===== config.mk =====
export PLATFORM = sky130hd
export DESIGN_NAME = hat_round_ctrl
export DESIGN_NICKNAME = d
export VERILOG_FILES = /design/src/rtl/hat_round_ctrl.sv
export SDC_FILE = /design/constraint.sdc
export NUM_CORES = 1
export LEC_CHECK = 0
export BUFFER_PORTS_ARGS = -buffer_cell sky130_fd_sc_hd__buf_2
export CORE_UTILIZATION = 40
export CTS_CLUSTER_DIAMETER = 60
export DETAILED_ROUTE_END_ITERATION = 10
export PLACE_DENSITY_LB_ADDON = 0.3
export RECOVER_POWER = 25
export SETUP_SLACK_MARGIN = 0.05
export SLEW_MARGIN = 15
export SYNTH_ARGS = -nofsm -noshare
export SYNTH_HDL_FRONTEND = slang
export SYNTH_SLANG_ARGS = --single-unit

===== constraint.sdc =====
create_clock -name clk -period 3.6 [get_ports clk]
set_input_delay 0.18 -clock clk [delete_from_list [all_inputs] [get_ports clk]]
set_output_delay 0.18 -clock clk [all_outputs]
set_load 0.01 [all_outputs]

===== src/rtl/hat_round_ctrl.sv =====
// Round sequencer for the hat-catch game: launches the hat counter, paces it with a
// tick prescaler, scores catches/misses per round and handles pause and game over.
module hat_round_ctrl #(
    parameter logic [13:0] MAXCOUNT   = 14'd12348,
    parameter logic [15:0] TICK_DIV   = 16'd50000,
    parameter logic [3:0]  NUM_ROUNDS = 4'd8
) (
    input  logic        clk,
    input  logic        rst,
    input  logic        start,
    input  logic        pause_btn,
    input  logic        catch,
    input  logic [13:0] count,
    output logic        cnt_go,
    output logic        cnt_en,
    output logic [7:0]  score,
    output logic [3:0]  round,
    output logic        game_over,
    output logic        paused
);

    typedef enum logic [2:0] {
        IDLE,
        LAUNCH,
        RUN,
        PAUSED,
        SCORE,
        OVER
    } state_t;

    localparam logic [15:0] TICK_LAST = TICK_DIV - 16'd1;

    state_t      state_reg, state_next;
    logic        start_prev_reg;
    logic        pause_prev_reg;
    logic [15:0] presc_reg, presc_next;
    logic        hit_reg, hit_next;
    logic [7:0]  score_reg, score_next;
    logic [3:0]  round_reg, round_next;

    logic start_edge;
    logic pause_edge;
    logic tick_last;

    assign start_edge = start & ~start_prev_reg;
    assign pause_edge = pause_btn & ~pause_prev_reg;
    assign tick_last  = (presc_reg == TICK_LAST);

    always_ff @(posedge clk or posedge rst) begin
        if (rst) begin
            state_reg      <= IDLE;
            start_prev_reg <= 1'b0;
            pause_prev_reg <= 1'b0;
            presc_reg      <= 16'd0;
            hit_reg        <= 1'b0;
            score_reg      <= 8'd0;
            round_reg      <= 4'd0;
        end else begin
            state_reg      <= state_next;
            start_prev_reg <= start;
            pause_prev_reg <= pause_btn;
            presc_reg      <= presc_next;
            hit_reg        <= hit_next;
            score_reg      <= score_next;
            round_reg      <= round_next;
        end
    end

    always_comb begin
        state_next = state_reg;
        presc_next = presc_reg;
        hit_next   = hit_reg;
        score_next = score_reg;
        round_next = round_reg;
        unique case (state_reg)
            IDLE: begin
                if (start_edge) begin
                    state_next = LAUNCH;
                    round_next = round_reg + 4'd1;
                end
            end
            LAUNCH: begin
                presc_next = 16'd0;
                hit_next   = 1'b0;
                state_next = RUN;
            end
            RUN: begin
                // The prescaler only advances while staying in RUN, so a pause
                // resumes from exactly the value seen when the pause edge arrived.
                if (catch) begin
                    state_next = SCORE;
                    hit_next   = 1'b1;
                end else if (count == MAXCOUNT) begin
                    state_next = SCORE;
                    hit_next   = 1'b0;
                end else if (pause_edge) begin
                    state_next = PAUSED;
                end else begin
                    presc_next = tick_last ? 16'd0 : presc_reg + 16'd1;
                end
            end
            PAUSED: begin
                if (pause_edge) begin
                    state_next = RUN;
                end
            end
            SCORE: begin
                if (hit_reg && (score_reg != 8'hFF)) begin
                    score_next = score_reg + 8'd1;
                end
                if (round_reg == NUM_ROUNDS) begin
                    state_next = OVER;
                end else begin
                    state_next = LAUNCH;
                    round_next = round_reg + 4'd1;
                end
            end
            OVER: begin
                // Clearing to 0 and entering LAUNCH collapses to round 1 directly.
                if (start_edge) begin
                    state_next = LAUNCH;
                    score_next = 8'd0;
                    round_next = 4'd1;
                end
            end
            default: begin
                state_next = IDLE;
            end
        endcase
    end

    assign cnt_go    = (state_reg == LAUNCH);
    assign cnt_en    = (state_reg == RUN) && tick_last;
    assign game_over = (state_reg == OVER);
    assign paused    = (state_reg == PAUSED);
    assign score     = score_reg;
    assign round     = round_reg;

endmodule


==> impl_results.md, run 1 <==
- Status: complete, but fails checks
- Failing checks: max-capacitance violations, max-slew violations
- Number of antenna repair diodes: 0
- Fin cells: roughly 330
- Worst path slowest cell: o311ai_1
- H-tree level count: 2
- CTS Buf Count: 5
- Max FFs per register: 16
- Power Total: approximately 1.4 mW
- Placed cells: 321
- Worst-Skew Late Latency: roughly 0.29 ns
- Clock Power Share: 21.1%
- Postcts setup bufs: 0
- Setup TNS: 0 ns
- Syn_nets: 251
- Max-cap viol count: 1
- Post-synthesis mux area share: 0%
- Area leader, netlist: dfrtp_1
- Most used flip-flop cell after synthesis: dfrtp_1
- CP Class: reg2reg
- Seq/Total Area, Yosys: 41.8%
- Simple-gate portion of the synthesized area: 30.4%
- Largest family of logic cells by synthesized area: simple AND/OR/NAND/NOR gates
- Switching Power: ~0.58 mW
- Ys async rst share: 100%
- FF+latch area: about 850 um2
- Vias in the first global route: between 1.5k and 2k
- Slowest cell delay on critical path: roughly 0.60 ns
- Pin count of the biggest net entering global routing: 35
- Post-synth EDFFs: 0
- Top-area cell type share of the netlist area: between 40% and 50%
- Comb pwr share: ~37%
- Core area: just under 5000 um2
- CP Cell Sequence: ha_1 -> nand3_1 -> o311ai_1 -> buf_4 -> and2_1 -> o21ai_0 -> o31ai_1
- Antenna violations before repair: 0
- Die Span Y: roughly 73 um
- CTS sink count: 34
- Initial DRC count: roughly 120
- Internal: ~0.86 mW
- CTS max path bufs: 2
- Max IR drop VDD: approximately 0.00031 V
- Number of vias per cell: ~5.5
- Net Sw Frac: between 40% and 50%
- First-pass GRT wire length: 7.52 mm
- Netlist cell types: 50
- Die Footprint: ~5400 um2
- Die X: around 73 um
- Min Clock Period, post-route: 2.20 ns
- Pin slew with the least headroom to its limit: approximately 1.9 ns
- DR WL/cell: between 10 and 15 um
- Top-count cell post-synth: dfrtp_1
- Slew margin rel.: -24.2%
- Fin. max-slew vios: 35
- Final core occ: about half
- Static Leak: 1.04 nW
- Critical path arrival: around 2.4 ns
- CTS tree: yes
- Synth Area in Compound Gates: between 10% and 20%
- Pre-antenna DRT Iters: 4
- Crit end category: flop
- Nets: ~290
- Input/output buffers: 34
- Syn Inst Count: between 200 and 250
- Total GRT Usage: 18.4%
- RSZ-0062 raised after global routing: false
- Fmax: between 0.4 and 0.5 GHz
- XOR/XNOR Fraction of Synth Area: 1.72%
- Drc violations: 0
- HP Class: in2reg
- DRT antenna net count: 0
- Worst EP required: 3.80 ns
- Grt ovf: 0
- CTS root buf: clkbuf_8
- Routability cong.: slightly above 0.8
- Initial Util: between 40% and 50%
- Flop-to-flop setup slack: between 1 and 1.5 ns
- Ports: 35
- Clk_skew: 0.00333 ns
- Syn Area/Cell: ~9 um2
- Fill count: 478
- Final HPWL DP: 3.21 mm
- Area contributors post-synth: dfrtp_1 (42%), o21ai_0 (5.9%), nand3_1 (4.4%), nand2_1 (3.7%), nor2_1 (2.8%)
- FF+latch count, synth: 34
- Area growth from synthesis to layout: 16.0%
- Clk slew on worst S/H paths: approximately 0.07 ns
- Cell area power density: 608 nW/um2
- Register share of total power: ~42%
- Startpoint Class: flop
- Row count: 25
- Yosys warns: 0
- Area of the multi-input gates: ~1100 um2
- Total Wirelength: between 4 and 5 mm
- Final setup violation count: 0
- Fraction of layout cells with a size suffix above 1: 19.2%
- Synth cell count leaders: dfrtp_1 (34), o21ai_0 (24), nand2_1 (20), nand3_1 (18), nor2_1 (15)
- Synth Area in Adders: 2.95%
- Critical path fanouts, max: 10
- Area of the mapped netlist: 2040 um2
- Final period util: around three fifths
- Final Hold Fails: 0
- Vias: approximately 1.8k
## cells by family (layout without fill, tap and decap cells)
kind of cell               count (synthesis)  in the layout
adders and majority gates                  5              5
DFF                                       34             34
xor gates and xnor gates                   4              4
buffers and inverters                     24             61
and+or+nand+nor                          107            107
AOI/OAI and AO/OA                         54             54
## metrics by stage
stage / cell area (um2) / hold WS [ns] / setup WS (ns)
finish: 2360 / 0.130 / 1.40
global route: 2360 / 0.122 / 0.975
CTS: 2370 / 0.124 / 1.41
detailed placement: 2240 / 0.305 / 1.41
global placement: 2240 / 0.300 / 1.47
floorplan: 2040 / 0.211 / 1.78
## timing repair
item | 4_1_cts | 5_1_grt
endpoints found under the setup margin | 0 | 0
gates resized for setup | 0 | 0
hold buffers | 3 | 0
endpoints found under the hold margin | 36 | 0
## worst max-delay path, delay by kind of cell, from the launching register on
kind	cells	cell delay, ns
AOI/OAI and AO/OA	3	0.80
adders and majority gates	1	0.22
buffers and inverters	1	0.26
DFF	1	0.42
and+or+nand+nor	2	0.39
## layer usage
| layer | vias up | part of all wire [%] | track usage [%] |
|---|---|---|---|
| met3 | 7 | 5.0 | 4.25 |
| li1 | 906 | - | - |
| met5 | - | 0 | 0 |
| met2 | 51 | 45 | 28.2 |
| met1 | 870 | 48 | 25.4 |
| met4 | 0 | 1.8 | 7.05 |
## cells in the final DEF, fill, tap and decap left out, types with 2 or more instances in the layout
cell           netlist  routed
o21ai_0             24      24
a21oi_1              7       7
nor2_1              15      15
a32oi_1              3       3
or3_2                2       2
and2_1               3       3
or3_1                4       4
a22oi_1              2       2
and4_1               2       2
nor3_1               4       4
nor3b_1              2       2
nand4_1              4       4
inv_1               13      13
o41ai_1              2       2
clkbuf_1             4       3
buf_2                4      32
a2bb2oi_1            2       2
dfrtp_1             34      34
and4b_1              3       3
and3_1               4       4
nand2b_1             3       3
nand3_1             18      18
nor4b_1              3       3
nor2b_1              7       7
buf_4                0       2
o31ai_1              6       6
ha_1                 4       4
dlygate4sd3_1        0       3
nand2_1             20      20
xor2_1               3       3
clkbuf_8             0       6
nor4_1               3       3
## power by group through the flow
stage | registers [mW] | clock network (mW) | logic (mW)
2_1_floorplan | 0.586 | 0 | 0.405
5_1_grt | 0.625 | 0.330 | 0.604
4_1_cts | 0.603 | 0.311 | 0.538
3_5_place_dp | 0.609 | 0 | 0.534
3_3_place_gp | 0.606 | 0 | 0.523
6_report | 0.605 | 0.303 | 0.528
## area by class of cell
class                   count  area share (%)
inverters                  13            2.07
flip-flops and latches     34            36.0
clock inverters             2           0.530
clock buffers               6            3.50
well taps                  67            3.55
repair buffers             40            9.16
multi-input cells         170            45.2
## path summary, 6_finish.rpt
check | start | to | cells after the start
max | score[0] | score[5] | 7
min | catch | hit_reg | 2
max reg2reg | score[0] | score[5] | 7
min reg2reg | presc_reg[0] | presc_reg[0] | 1
max in group asynchronous | rst | presc_reg[1] | 4
min in group asynchronous | rst | score[0] | 4
Note: power is estimated with default switching activity, not from simulation.
==> run 2: changes to the inputs <==
==> constraint.sdc (replaced) <==
create_clock -name clk -period 2.1 [get_ports clk]
set_input_delay 0.105 -clock clk [delete_from_list [all_inputs] [get_ports clk]]
set_output_delay 0.105 -clock clk [all_outputs]
set_load 0.01 [all_outputs]
==> run 2 against run 1 <==
The run now ends clean. Combinational power up 87%. Global-route usage increased by 0.51 points. Critical path depth down 2. Sequential share of layout area is 1.7 points lower. Flip-flop and latch count did not move. Count of clock-buffer cells in the layout did not move. Highest routed layer unchanged. First-iteration DRC count decreased by 2.6%.
==> impl_results.md, run 2 (synthesis results as in run 1) <==
- Startpoint Class: flop
- Max IR drop VDD: between 0.0005 and 0.0006 V
- DRT antenna net count: 0
- Vias in the first global route: ~1.7k
- CTS root buf: clkbuf_8
- Initial Util: a little over two fifths
- Total GRT Usage: 19.0%
- Area growth from synthesis to layout: 21.9%
- Slowest cell delay on critical path: about 0.5 ns
- Die X: between 70 and 80 um
- Pin slew with the least headroom to its limit: roughly 0.88 ns
- Pin count of the biggest net entering global routing: 35
- Critical path arrival: ~2.1 ns
- Worst path slowest cell: or3_2
- CTS Buf Count: 5
- DP Worst Slack: 0.156 ns
- CP delay by family, top: simple AND/OR/NAND/NOR gates
- Worst-Skew Late Latency: around 0.29 ns
- Critical path fanouts, max: 9
- Clk_skew: 0.00749 ns
- First-pass GRT wire length: 7.80 mm
- Cell area power density: around 1100 nW/um2
- HP Class: in2reg
- CP Class: reg2reg
- Fill count: around 460
- Final Hold Fails: 0
- Placed cell area: about 2300 um2
- Drc violations: 0
- H-tree level count: 2
- Min Clock Period, post-route: between 1.5 and 2 ns
- Antenna violations before repair: 0
- CTS tree: yes
- Status: finished, final reports clean
- Setup slack after layout: ~0.19 ns
- Final HPWL DP: roughly 3.4 mm
- Fraction of layout cells with a size suffix above 1: 23.5%
- Max-cap viol count: 0
- Final period util: between 90% and 100%
- Slew margin rel.: between 40% and 50%
- Crit path buf inv count: 0
- Worst EP required: 2.31 ns
- Number of vias per cell: roughly 5.5
- Vias: roughly 1.9k
- Final instance area: approximately 2500 um2
- Clk slew on worst S/H paths: 0.08 ns
- Total Wirelength: around 4.7 mm
- Fmax: around 0.52 GHz
- Initial DRC count: between 100 and 150
- Ports: 35
- RSZ-0062 raised after global routing: true
- Pre-antenna DRT Iters: 5
- CTS max path bufs: 2
- DR WL/cell: about 14 um
- Die Footprint: ~5400 um2
- Die Span Y: ~73 um
- Nets: about 290
- Final setup violation count: 0
- Input/output buffers: 34
- Fin. max-slew vios: 0
- CP Cell Sequence: or3b_4 -> nor2_8 -> nand3_2 -> or3_2 -> o21ai_0
- CTS sink count: 34
- Crit end category: flop
- Max FFs per register: 16
- Setup TNS: 0 ns
- Core area: ~4800 um2
- Grt ovf: 0
- Commonest cells after routing, fill and taps aside: dfrtp_1 (33), buf_2 (33), o21ai_0 (24)
- Row count: 25
- Static Leak: 1.10 nW
- Routability cong.: ~0.8
- Number of antenna repair diodes: 0
## run 2: what timing repair did
action,4_1_cts,5_1_grt
hold buffers,3,0
gates resized for setup,0,4
buffers inserted,0,0
endpoints found under the hold margin,36,0
endpoints found under the setup margin,0,4
## run 2: layout make-up
type                    instances  area (um2)  area share (%)
multi-input cells             170        1080            43.6
inverters                      13        48.8            1.97
repair buffers                 47         272            10.9
clock buffers                   6        82.6            3.33
well taps                      67        83.8            3.38
clock inverters                 2        60.1            2.42
flip-flops and latches         34         852            34.3
## run 2: path summary, 6_finish.rpt
| check | from | to | slack [ns] | depth (start not counted) |
|---|---|---|---|---|
| setup / recovery | state_reg[0] | presc_reg[14] | 0.19 | 5 |
| hold / removal | catch | hit_reg | 0.07 | 2 |
| setup reg to reg | state_reg[0] | presc_reg[14] | 0.19 | 5 |
| hold reg to reg | score[6] | score[6] | 0.53 | 1 |
| max in group asynchronous | rst | state_reg[1] | 0.86 | 4 |
| min in group asynchronous | rst | presc_reg[13] | 0.64 | 4 |
## run 2: per-layer routing
layer	global-route usage, %	wire, um
met5	0	0
met4	8.12	48
met3	3.70	188
met2	30.1	2180
met1	25.2	2320
## run 2: worst register-to-register path, cell delays in order, from the launching register on
cell and delay (ns):
dfrtp_1 0.47, or3b_4 0.45, nor2_8 0.15, nand3_2 0.18, or3_2 0.49, o21ai_0 0.08
## run 2: power breakdown
part           leakage (nW)  internal [mW]  switching [mW]
logic                 0.583          0.442           0.547
registers             0.445          0.821           0.225
clock network        0.0714          0.506           0.250
## run 2: per-stage QoR
stage / hold WS [ns] / cells / total power [mW] / utilization (%)
floorplan: 0.136 / 228 / 1.70 / -
global placement: 0.229 / 328 / 1.99 / 47.7
detailed placement: 0.233 / 328 / 2.02 / 47.7
CTS: 0.0645 / 339 / 2.79 / 51.2
global route: 0.0589 / 339 / 2.99 / 51.5
finish: 0.0680 / 339 / 2.79 / 51.5
==> run 3: changes to the inputs <==
--- a/config.mk
+++ b/config.mk
@@ -6,9 +6,10 @@
 export NUM_CORES = 1
 export LEC_CHECK = 0
 export BUFFER_PORTS_ARGS = -buffer_cell sky130_fd_sc_hd__buf_2
-export CORE_UTILIZATION = 40
+export CORE_UTILIZATION = 56
 export CTS_CLUSTER_DIAMETER = 60
 export DETAILED_ROUTE_END_ITERATION = 10
+export GPL_TIMING_DRIVEN = 0
 export PLACE_DENSITY_LB_ADDON = 0.3
 export RECOVER_POWER = 25
 export SETUP_SLACK_MARGIN = 0.05
==> run 3 against run 2 <==
Register-to-register slack got worse by 0.06 ns. Wire length down 5.2%. Final cell count decreased by 5.0%. Critical path depth grew 3. Utilization is 19 points higher. Design area fell by 2.6%. Flip-flop and latch count unchanged.
==> impl_results.md, run 3 (synthesis results as in run 1) <==
- Status: finished, final reports clean
- Initial Util: between 50% and 60%
- Pin count of the biggest net entering global routing: 35
- DRT antenna net count: 0
- Final Hold Fails: 0
- DR WL/cell: 13.9 um
- CP Cell Sequence: buf_2 -> or3b_1 -> buf_6 -> nor2_8 -> a21oi_2 -> buf_4 -> o21ai_0 -> o21ai_0
- Input/output buffers: 34
- Register share of total power: between 30% and 40%
- First-pass GRT wire length: 7.62 mm
- CTS max path bufs: 2
- Max IR drop VDD: roughly 0.00059 V
- HP Class: in2reg
- Area growth from synthesis to layout: 18.7%
- Total GRT Usage: between 20 and 25%
- Nets: 298
- Die Footprint: just under 4000 um2
- Reg2reg start: state_reg[0]
- Worst-Skew Late Latency: 0.34 ns
- Row count: 21
- CP Class: reg2reg
- Fmax: approximately 0.51 GHz
- RSZ-0062 raised after global routing: false
- Comb pwr share: roughly 44%
- Critical path fanouts, max: 10
- WHS Path Cells: 2
- Pre-antenna DRT Iters: 4
- Reg-to-reg endpoint: presc_reg[2]
- Hold Path End: hit_reg
- Fill count: about 280
- Critical path arrival: 2.18 ns
- Die Span Y: slightly above 60 um
- Total Wirelength: around 4.5 mm
- Pin slew with the least headroom to its limit: approximately 1.3 ns
- Worst path slowest cell: dfrtp_1
- Fin. max-slew vios: 0
- Routability cong.: between 0.8 and 0.9
- CTS root buf: clkbuf_4
- Fraction of layout cells with a size suffix above 1: a little under a quarter
- Ports: 35
- Slew margin rel.: between 10% and 20%
- Number of vias per cell: 5.66
- Internal: 1.44 mW
- CTS sink count: 34
- Vias: 1822
- Grt ovf: 0
- Final period util: 93.8%
- DP Worst Slack: 0.0550 ns
- Die X: 62.3 um
- H-tree level count: 2
- Vias in the first global route: ~1.7k
- Power Total: 2.44 mW
- Net Sw Frac: between 40% and 50%
- Clk_skew: between 0.008 and 0.009 ns
- Max-cap viol count: 0
- Commonest cells after routing, fill and taps aside: buf_2 (36), dfrtp_1 (34), o21ai_0 (24)
- CTS tree: yes
- Setup TNS: 0 ns
- R2R cell count: 8
- Startpoint Class: flop
- Number of antenna repair diodes: 0
- Clock Power Share: between 10% and 20%
- CP dominant cell by count: o21ai_0
- Static Leak: 1.08 nW
- Commonest non-fill, non-tap cell in the layout: buf_2
- Worst EP required: 2.31 ns
- Switching Power: approximately 1.0 mW
- Antenna violations before repair: 0
- Min Clock Period, post-route: approximately 2.0 ns
- Core area: 3420 um2
- Slowest cell delay on critical path: between 0.3 and 0.4 ns
- Max FFs per register: 16
- Flop-to-flop setup slack: 0.13 ns
- Drc violations: 0
- CTS Buf Count: 5
- Setup slack after layout: approximately 0.13 ns
- Worst Hold Launch: catch
- Crit end category: flop
- Cell area power density: 1010 nW/um2
- Clk slew on worst S/H paths: 0.10 ns
- Initial DRC count: between 100 and 150
- Final HPWL DP: around 3.1 mm
- Final setup violation count: 0
run 3: critical path, delay by kind of cell, from the launching register on:
| family | cells | cell delay [ns] |
|---|---|---|
| DFF | 1 | 0.37 |
| AOI/OAI and AO/OA | 3 | 0.45 |
| buffers and inverters | 3 | 0.52 |
| and+or+nand+nor | 2 | 0.49 |
run 3: worst max path at each step:
stage,startpoint,end,slack (ns),depth (start not counted)
floorplan,state_reg[2],presc_reg[6],0.28,8
global placement,presc_reg[0],presc_reg[14],0.12,6
detailed placement,score[0],score[3],0.05,6
CTS,score[0],score[3],0.06,6
global route,presc_reg[5],presc_reg[13],0.003,7
finish,state_reg[0],presc_reg[2],0.13,8
run 3: final cells by class:
| type | instances | area [um2] | area share, % |
|---|---|---|---|
| Inverter | 13 | 48.8 | 2.02 |
| Buffer | 11 | 72.6 | 3.00 |
| Sequential cell | 34 | 851 | 35.2 |
| Clock buffer | 7 | 55.1 | 2.28 |
| Tap cell | 46 | 57.6 | 2.38 |
| Multi-Input combinational cell | 170 | 1110 | 45.8 |
| Timing Repair Buffer | 40 | 221 | 9.16 |
| Clock inverter | 1 | 5.00 | 0.207 |
run 3: per-layer routing:
| layer | vias to the layer above | GRT usage, % | share of wire, % |
|---|---|---|---|
| li1 | 926 | - | - |
| met1 | 844 | 33.8 | 49 |
| met2 | 46 | 38.7 | 45 |
| met3 | 6 | 6.99 | 4.7 |
| met4 | 0 | 8.14 | 1.2 |
| met5 | - | 0 | 0 |
run 3: power by group through the flow:
stage / Sequential, mW / Combinational (mW) / Clock, mW
floorplan: 1.00 / 0.695 / 0
global placement: 0.973 / 1.01 / 0
detailed placement: 0.984 / 1.03 / 0
global route: 1.01 / 1.22 / 0.421
finish: 0.975 / 1.08 / 0.388
CTS: 0.970 / 1.04 / 0.392
run 3: through the flow:
step	util (%)	hold slack, ns	instances	instance area (um2)
2_1_floorplan	-	0.136	228	2040
3_3_place_gp	66.3	0.227	308	2260
3_5_place_dp	66.3	0.229	308	2260
4_1_cts	69.0	0.0145	319	2360
5_1_grt	70.8	0.00442	322	2420
6_report	70.8	0.0121	322	2420
run 3: repair_timing:
| item | 4_1_cts | 5_1_grt |
|---|---|---|
| endpoints found under the hold margin | 36 | 0 |
| setup endpoints to repair | 2 | 23 |
| buffers inserted | 0 | 3 |
| resized for setup | 1 | 10 |
| pin swaps | 0 | 2 |
| gates cloned | 0 | 0 |
| hold buffers | 3 | 0 |
